===== config.mk =====
export PLATFORM = sky130hd
export DESIGN_NAME = knn_host_sequencer
export DESIGN_NICKNAME = d
export VERILOG_FILES = /design/src/rtl/knn_host_sequencer.sv
export SDC_FILE = /design/constraint.sdc
export NUM_CORES = 1
export LEC_CHECK = 0
export CORE_UTILIZATION = 53
export CTS_BUF_LIST = sky130_fd_sc_hd__clkbuf_8
export DETAILED_ROUTE_END_ITERATION = 8
export GPL_TIMING_DRIVEN = 0
export PLACE_DENSITY = 0.89
export SLEW_MARGIN = 0
export SYNTH_ARGS = -nofsm -noshare
export SYNTH_HDL_FRONTEND = slang
export SYNTH_SLANG_ARGS = --single-unit

===== constraint.sdc =====
create_clock -name clk -period 3.05 [get_ports clk]
set_input_delay 0.4575 -clock clk [delete_from_list [all_inputs] [get_ports clk]]
set_output_delay 0.4575 -clock clk [all_outputs]
set_load 0.01 [all_outputs]

===== src/rtl/knn_host_sequencer.sv =====
// Host-side command sequencer for the KNN classifier: turns a LOAD/CLASSIFY word stream into
// training-memory writes, test-feature beats and a returned result word.
module knn_host_sequencer #(
  parameter int unsigned DATA_WIDTH   = 16,
  parameter int unsigned NUM_FEATURES = 8,
  parameter int unsigned NUM_SAMPLES  = 100,
  parameter int unsigned LABEL_WIDTH  = 4,
  parameter int unsigned ADDR_WIDTH   = 8,
  parameter int unsigned K            = 5,
  parameter int unsigned TIMEOUT      = 4096,
  localparam int unsigned CW = $clog2(K + 1),
  localparam int unsigned FW = $clog2(NUM_FEATURES + 1)
) (
  input  logic                   clk,
  input  logic                   rst_n,
  input  logic                   in_valid,
  output logic                   in_ready,
  input  logic [DATA_WIDTH-1:0]  in_data,
  output logic                   out_valid,
  input  logic                   out_ready,
  output logic [DATA_WIDTH-1:0]  out_data,
  input  logic [FW-1:0]          cfg_num_features,
  output logic                   train_mode,
  output logic                   train_sample_wen,
  output logic [ADDR_WIDTH-1:0]  train_sample_addr,
  output logic [DATA_WIDTH-1:0]  train_sample_data,
  output logic                   train_label_wen,
  output logic [ADDR_WIDTH-1:0]  train_label_addr,
  output logic [LABEL_WIDTH-1:0] train_label_data,
  output logic                   classify_start,
  output logic                   test_feature_valid,
  output logic [DATA_WIDTH-1:0]  test_feature_data,
  input  logic                   classifier_busy,
  input  logic                   classify_done,
  input  logic [LABEL_WIDTH-1:0] result_label,
  input  logic [CW-1:0]          result_confidence,
  output logic                   seq_busy,
  output logic                   err
);

  localparam int unsigned TW = $clog2(TIMEOUT + 1);
  localparam int unsigned RW = CW + LABEL_WIDTH;
  localparam logic [1:0] OpLoad     = 2'b00;
  localparam logic [1:0] OpClassify = 2'b01;

  typedef enum logic [3:0] {
    StIdle, StTSetup, StTFeat, StTLabel, StCStart, StCWaitBusy, StCFeat, StCWait, StResult
  } state_e;

  state_e                 state_q, state_d;
  logic                   ready_q, ready_d;
  logic [7:0]             count_q, count_d;
  logic [FW-1:0]          cfg_q, cfg_d;
  logic [FW-1:0]          feat_idx_q, feat_idx_d;
  logic [7:0]             sample_idx_q, sample_idx_d;
  logic [ADDR_WIDTH-1:0]  word_addr_q, word_addr_d;
  logic [TW-1:0]          timer_q, timer_d;
  logic [RW-1:0]          result_q, result_d;
  logic                   err_q, err_d;
  logic                   sw_wen_q, sw_wen_d;
  logic [ADDR_WIDTH-1:0]  sw_addr_q, sw_addr_d;
  logic [DATA_WIDTH-1:0]  sw_data_q, sw_data_d;
  logic                   lw_wen_q, lw_wen_d;
  logic [ADDR_WIDTH-1:0]  lw_addr_q, lw_addr_d;
  logic [LABEL_WIDTH-1:0] lw_data_q, lw_data_d;
  logic                   tf_valid_q, tf_valid_d;
  logic [DATA_WIDTH-1:0]  tf_data_q, tf_data_d;

  logic       accept;
  logic [1:0] hdr_op;
  logic [7:0] hdr_count;
  logic       feat_last;
  logic       timer_expired;

  assign accept        = in_valid & ready_q;
  assign hdr_op        = in_data[15:14];
  assign hdr_count     = in_data[7:0];
  assign feat_last     = (feat_idx_q == cfg_q - FW'(1));
  assign timer_expired = (timer_q >= TW'(TIMEOUT - 1));

  always_comb begin
    state_d      = state_q;
    count_d      = count_q;
    cfg_d        = cfg_q;
    feat_idx_d   = feat_idx_q;
    sample_idx_d = sample_idx_q;
    word_addr_d  = word_addr_q;
    timer_d      = timer_q;
    result_d     = result_q;
    err_d        = 1'b0;
    sw_wen_d     = 1'b0;
    sw_addr_d    = sw_addr_q;
    sw_data_d    = sw_data_q;
    lw_wen_d     = 1'b0;
    lw_addr_d    = lw_addr_q;
    lw_data_d    = lw_data_q;
    tf_valid_d   = 1'b0;
    tf_data_d    = tf_data_q;

    unique case (state_q)
      StIdle: begin
        if (accept) begin
          count_d = hdr_count;
          cfg_d   = cfg_num_features;
          if (hdr_op == OpLoad && hdr_count != 8'd0 && 32'(hdr_count) <= NUM_SAMPLES &&
              cfg_num_features != '0) begin
            state_d = StTSetup;
          end else if (hdr_op == OpClassify && cfg_num_features != '0) begin
            state_d = StCStart;
          end else begin
            err_d = 1'b1;
          end
        end
      end
      StTSetup: begin
        word_addr_d  = '0;
        sample_idx_d = '0;
        feat_idx_d   = '0;
        state_d      = StTFeat;
      end
      StTFeat: begin
        if (accept) begin
          sw_wen_d    = 1'b1;
          sw_addr_d   = word_addr_q;
          sw_data_d   = in_data;
          word_addr_d = word_addr_q + ADDR_WIDTH'(1);
          if (feat_last) begin
            feat_idx_d = '0;
            state_d    = StTLabel;
          end else begin
            feat_idx_d = feat_idx_q + FW'(1);
          end
        end
      end
      StTLabel: begin
        if (accept) begin
          lw_wen_d  = 1'b1;
          lw_addr_d = ADDR_WIDTH'(sample_idx_q);
          lw_data_d = in_data[LABEL_WIDTH-1:0];
          if (sample_idx_q == count_q - 8'd1) begin
            state_d = StIdle;
          end else begin
            sample_idx_d = sample_idx_q + 8'd1;
            state_d      = StTFeat;
          end
        end
      end
      StCStart: begin
        feat_idx_d = '0;
        timer_d    = '0;
        state_d    = StCWaitBusy;
      end
      // The timeout budget covers waiting for busy and waiting for done; it pauses in StCFeat.
      StCWaitBusy: begin
        timer_d = timer_q + TW'(1);
        if (classifier_busy) begin
          state_d = StCFeat;
        end else if (timer_expired) begin
          err_d   = 1'b1;
          state_d = StIdle;
        end
      end
      StCFeat: begin
        if (accept) begin
          tf_valid_d = 1'b1;
          tf_data_d  = in_data;
          if (feat_last) begin
            feat_idx_d = '0;
            state_d    = StCWait;
          end else begin
            feat_idx_d = feat_idx_q + FW'(1);
          end
        end
      end
      StCWait: begin
        if (classify_done) begin
          result_d = {result_confidence, result_label};
          state_d  = StResult;
        end else if (timer_expired) begin
          err_d   = 1'b1;
          state_d = StIdle;
        end else begin
          timer_d = timer_q + TW'(1);
        end
      end
      StResult: begin
        if (out_ready) begin
          state_d = StIdle;
        end
      end
      default: state_d = StIdle;
    endcase

    // Ready is registered from the next state so it stays low throughout reset.
    ready_d = (state_d inside {StIdle, StTFeat, StTLabel, StCFeat});
  end

  always_ff @(posedge clk) begin
    if (!rst_n) begin
      state_q      <= StIdle;
      ready_q      <= 1'b0;
      count_q      <= '0;
      cfg_q        <= '0;
      feat_idx_q   <= '0;
      sample_idx_q <= '0;
      word_addr_q  <= '0;
      timer_q      <= '0;
      result_q     <= '0;
      err_q        <= 1'b0;
      sw_wen_q     <= 1'b0;
      sw_addr_q    <= '0;
      sw_data_q    <= '0;
      lw_wen_q     <= 1'b0;
      lw_addr_q    <= '0;
      lw_data_q    <= '0;
      tf_valid_q   <= 1'b0;
      tf_data_q    <= '0;
    end else begin
      state_q      <= state_d;
      ready_q      <= ready_d;
      count_q      <= count_d;
      cfg_q        <= cfg_d;
      feat_idx_q   <= feat_idx_d;
      sample_idx_q <= sample_idx_d;
      word_addr_q  <= word_addr_d;
      timer_q      <= timer_d;
      result_q     <= result_d;
      err_q        <= err_d;
      sw_wen_q     <= sw_wen_d;
      sw_addr_q    <= sw_addr_d;
      sw_data_q    <= sw_data_d;
      lw_wen_q     <= lw_wen_d;
      lw_addr_q    <= lw_addr_d;
      lw_data_q    <= lw_data_d;
      tf_valid_q   <= tf_valid_d;
      tf_data_q    <= tf_data_d;
    end
  end

  assign in_ready           = ready_q;
  assign out_valid          = (state_q == StResult);
  assign out_data           = DATA_WIDTH'(result_q);
  // Held through the cycle carrying the final label write.
  assign train_mode         = (state_q inside {StTSetup, StTFeat, StTLabel}) | lw_wen_q;
  assign train_sample_wen   = sw_wen_q;
  assign train_sample_addr  = sw_addr_q;
  assign train_sample_data  = sw_data_q;
  assign train_label_wen    = lw_wen_q;
  assign train_label_addr   = lw_addr_q;
  assign train_label_data   = lw_data_q;
  assign classify_start     = (state_q == StCStart);
  assign test_feature_valid = tf_valid_q;
  assign test_feature_data  = tf_data_q;
  assign seq_busy           = (state_q != StIdle);
  assign err                = err_q;

endmodule


Word level (Yosys, flattened, before mapping). Index checks and enable logic that the tools add are counted.

Bits in registers: 113. Output and inout port bits: 77. Logic and storage cells: 111.

Add/sub/neg operators: 6. Order comparisons: 2. Equal/unequal tests: 20. Mux-type cells: 33. Bitwise gates (word level): 2. Reductions and logical operators: 30.

Operators with widths (count): 2-to-1 mux 4 bit (14); case mux 13 bit (3 select lines) (1); case mux 4 bit (9 select lines) (1); case mux 8 bit (2 select lines) (2); 2-to-1 mux 13 bit (2); 2-to-1 mux 8 bit (3); equality test 4 x 3 -> 1 bit, second input constant (5); AND reduction 2 bit (10); adder 8 x 1 -> 8 bit, second input constant (2); equality test 4 x 2 -> 1 bit, second input constant (4); adder 13 x 1 -> 13 bit, second input constant (1); >= comparator 13 x 12 -> 1 bit, second input constant (1); nonzero test 4 bit (3); inequality test 2 bit, second input constant (5); equality test 8 bit (1); <= comparator 8 x 7 -> 1 bit, second input constant (1); logical NOT 4 bit (2); case mux 4 bit (2 select lines) (1); nonzero test 8 bit (1); subtractor 8 x 1 -> 8 bit, second input constant (1); 2-to-1 mux 1 bit (7); AND reduction 3 bit (2); nonzero test 2 bit (3); nonzero test 3 bit (2); other kinds (14) (18).

Longest topological paths before layout.
Word-level depth: 9. Depth in mapped cells: 9. Mapped depth without buffers: 8.

Least setup slack after synthesis. Ideal clock, no wire load.

Path kind: register to register. Start point: reg count_q[0]. End point: reg sample_idx_q[5]. Data arrival time: 2.362 ns. Path slack: 0.555 ns. Cell stages (with the launch flop): 10. Buffers on the path: 1. Clock period less this slack: 2.495 ns. Cell sequence: dfxtp_1 inv_1 ha_1 or3b_1 or4_1 a2111oi_1 o2111a_2 buf_6 or3_1 a21oi_1.

Longest elaborated chain between the ends: 4.

RTL lines: start: declaration (line 52) `logic [7:0] count_q, count_d;`; start signal: assignment (line 221) `count_q <= count_d;`; subtractor 8 x 1 -> 8 bit (line 140) `if (sample_idx_q == count_q - 8'd1) begin`; equality test 8 bit (line 140); inequality test 2 bit (no source line); AND reduction 3 bit (no source line); end signal: assignment (line 224) `sample_idx_q <= sample_idx_d;`; end: declaration (line 55) `logic [7:0] sample_idx_q, sample_idx_d;`.

No other way between the ends. A chain may end at the register's enable or synchronous reset.

Worst setup path after layout.
Start point: reg state_q[1]. End point: out train_mode.

Longest elaborated chain between the ends: 3. Elaborated cells between the ends (all ways): 5. Classes of those cells: 3 x eq/ne; 1 x bitwise; 1 x reduce/logical.

RTL lines: start: declaration (line 50) `state_e state_q, state_d;`; start signal: assignment (line 200) `state_q <= StIdle;`; start signal: assignment (line 219) `state_q <= state_d;`; equality test 4 x 1 -> 1 bit / equality test 4 x 2 -> 1 bit (equally long branches) (line 244) `assign train_mode = (state_q inside {StTSetup, StTFeat, StTLabel}) | lw_wen_q;`; nonzero test 3 bit * (line 244); bitwise OR 1 bit * (line 244); end: declaration (line 23) `output logic train_mode,`.

Mark *: on every way between the ends. The rest lies on a longest branch, timed or not.

==> impl_results.md <==
* Status: complete, no violations
* RR Startpoint: state_q[2]
* Buf/Inv on CP at 3
* Drt wl/cell at ~16 um
* Int Pwr at 2520 uW
* # rows at 35
* Max-cap violations at 0
* ANT nets after route at 0
* CP Class: reg2out
* Met3 Usage GRT at under 10%
* Pre-CTS setup slack at 0.176 ns
* Synthesized flop and latch total at roughly 110
* IO Count at 110
* Nets@finish at 789
* Grt total ovfl at 0
* GR Util met1 at between 30 and 40%
* PwrDens at a little under 500 nW/um2
* Stages on the worst setup path at 5
* Vias in the first global route at 4849
* EDFF count, synth at 0
* Clock sink total at 113
* Post-Synthesis Cells at between 600 and 700
* Complex-gate fraction of the synthesized area at 17.0%
* Critical Path Fanout Max at 10
* Grt peak-use layer: met2
* Sw power at 807 uW
* Detail Placement HPWL at between 10 and 15 mm
* Final hold vios at 0
* Routed vias/inst at 5.65
* Drt total wl at about 14 mm
* Initial detailed-routing violation count at 244
* Setup tns final at 0 ns
* Final worst path period share at approximately 95%
* Ys async rst share at 0%
* Maximum vdd drop at around 300 uV
* Worst Path Required at about 2.6 ns
* Reg clk slew, reported paths at approximately 0.07 ns
* # DRC at 0
* PostCTS Resize Cnt at 0
* Drt pass-1 iters at 5
* Post-Synth Adder-Cell Area at between 1 and 1.5%
* GPL Wtd Cong at around 0.96
* Via count at approximately 5.0k
* H-tree levels at 4
* Min-Delay Path Depth at 2
* Avg Inst Size Synth at 8.32 um2
* Worst path slowest cell: clkdlybuf4s50_1
* Yosys cell types at 59
* Worst EP arrival at 2.44 ns
* Cell mode on critical path: clkbuf_1
* Mapped cell area at ~5200 um2
* Proportion of layout cells with a drive suffix above 1 at under 10%
* TritonCTS clock tree: built
* Worst Hold Class: reg2reg
* Crit-path leading delay family: buffers and inverters
* Setup slack after layout at between 0.15 and 0.2 ns
* Hold_ws at about 0.46 ns
* Final count of negative-setup-slack endpoints at 0
* Main combinational cell family by area after synthesis: simple AND/OR/NAND/NOR gates
* Tot GR Track Use at around 30%
* Main synth FF type: dfxtp_1
* Critical R2R Capture: in_ready
* CTS buffer count at 17
* Grt met2 use at a little under 50%
* First-pass GRT wire length at roughly 23 mm
* Ant. Diodes at 0
* Fmax at approximately 0.34 GHz
* Max Slew Vio Count at 0
* Reg2reg path depth at 8
* Crit path launch type: flip-flop
* Die height at just over 100 um
* Chip width at 101 um
* Ordered list of cells on the worst path: clkbuf_1 -> clkbuf_1 -> nor2_1 -> o21bai_1 -> clkdlybuf4s50_1
* Combinational share of power at under 10%
* Mux contribution to synthesized area at under 10%
* Yosys warning count at 0
* Leak pwr at approximately 0.0024 uW
* Seq/Total Area, Yosys at ~44%
* Worst Tran Pin Value at approximately 0.75 ns
* Clock latency at the later pin of the worst-skew pair at 0.44 ns
* I/O Buffers at 100
* Switch share at between 20% and 30%
* Final worst path period need at around 2.9 ns
* Clock share of power at 46.6%
* Reg-to-reg slack, setup at 0.24 ns
* Worst Setup End Kind: output pin
* Initial Util at a little under three fifths
* Clock Root Buffer: clkbuf_8
* Area Growth Syn to Fin at 31.7%
* Max incr delay on CP at approximately 0.59 ns
* Worst hold start: train_sample_data[14]
* Post-CTS setup buffers at 0
* CTS max path bufs at 2
* Worst-case clock skew at around 0.014 ns
* DIE AREA at roughly 10000 um2
* Initial antenna violation count at 0
* Largest net degree at the start of global routing at 17
* XOR/XNOR Fraction of Synth Area at 5.41%
* Core area at 9370 um2
* Hold_buf cts at 0
* Hold Crit Endpoint: train_sample_data[14]
* RSZ-0062 raised after global routing: no
* Relative slew slack at between 40% and 50%
* Simple-Gate Fraction of Synth Area at a little over a quarter
* Reg power frac at approximately 45%
sequential cells by signal, summed over array words and instances (netlist names), 7 cells and up:
| signal | flops |
|---|---|
| test_feature_data | 16 |
| train_sample_data | 16 |
| timer_q | 13 |
| count_q | 8 |
| sample_idx_q | 8 |
| train_label_addr | 8 |
| train_sample_addr | 8 |
| word_addr_q | 8 |
| result_q | 7 |
cells in the final DEF (no fill, tap or decap), drive strengths merged, types with 6 or more instances in the layout:
master         synthesis  final
and2                   6      6
buf                   12     12
ha                     6      6
nor2                  37     37
nand3                 13     13
dfxtp                113    113
nand4                 18     18
nor3                  10     10
inv                    7     10
mux2i                 10     10
a21oi                 14     14
conb                   1      9
nand2                147    147
and3                  12     12
xor2                  17     17
or3                    8      8
a21boi                66     66
nor2b                 12     12
o21ai                 16     16
xnor2                 15     15
clkbuf                31     49
clkdlybuf4s50          0    100
stage by stage:
stage	cell area, um2	power, uW	utilization (%)	cells
after floorplan	5210	1690	-	631
after global placement	6380	1790	68.0	860
after detailed placement	6380	1800	68.0	860
after CTS	6810	3330	72.7	892
after global routing	6830	3420	72.8	892
final	6830	3330	72.8	892
cell usage after synthesis, drive strengths merged, types with 3 or more instances:
cell / n / area [um2]
o21ai: 16 / 80.1
nor3: 10 / 50.1
buf: 12 / 86.3
and3: 12 / 75.1
a21boi: 66 / 495
nor2: 37 / 139
or4: 3 / 26.3
a21oi: 14 / 70.1
inv: 7 / 26.3
xor2: 17 / 149
nand2b: 4 / 25.0
mux2i: 10 / 100
nor2b: 12 / 75.1
dfxtp: 113 / 2260
and2: 6 / 37.5
or3: 8 / 53.8
nor4: 4 / 25.0
nand4: 18 / 113
o21a: 3 / 22.5
nand3: 13 / 65.1
ha: 6 / 75.1
nand2: 147 / 552
xnor2: 15 / 131
clkbuf: 31 / 116
worst max-delay path by stage:
| stage | startpoint | end | slack, ns |
|---|---|---|---|
| 2_1_floorplan | count_q[0] | sample_idx_q[5] | 0.56 |
| 4_1_cts | count_q[0] | in_ready | 0.19 |
| 3_5_place_dp | in_valid | in_ready | 0.18 |
| 6_report | state_q[1] | train_mode | 0.15 |
| 3_3_place_gp | in_valid | in_ready | 0.16 |
| 5_1_grt | state_q[1] | train_mode | 0.03 |
final cells by class:
cell class,instances,area (um2)
Inverter,7,26.3
Fill cell,718,2540
Multi-Input combinational cell,468,2740
Clock inverter,14,190
Clock buffer,18,248
Sequential cell,113,2260
Buffer,43,203
Tap cell,129,161
Timing Repair Buffer,100,1000
kinds of logic after synthesis:
logic type / after synthesis
buffers and inverters: 50
multiplexers: 10
AO/OA/AOI/OAI: 124
XOR/XNOR: 32
flip-flops: 113
adder cells (fa/ha/maj): 6
other: 1
AND/OR/NAND/NOR: 287
worst min-delay path, stage by stage (launching register included):
cell,delay (ns)
dfxtp_1,0.31
nand2_1,0.04
a21boi_0,0.06
power groups by stage:
stage,registers (uW),logic [uW],clock network (uW)
2_1_floorplan,1540,152,0
3_3_place_gp,1540,254,0
3_5_place_dp,1540,261,0
4_1_cts,1510,264,1560
5_1_grt,1510,291,1620
6_report,1510,271,1550
layer usage:
layer	share of wire, %	routed length [um]
met4	3.3	471
met1	40	5850
met3	7.3	1050
met2	49	7080
met5	0	0
Note: power is estimated with default switching activity, not from simulation.
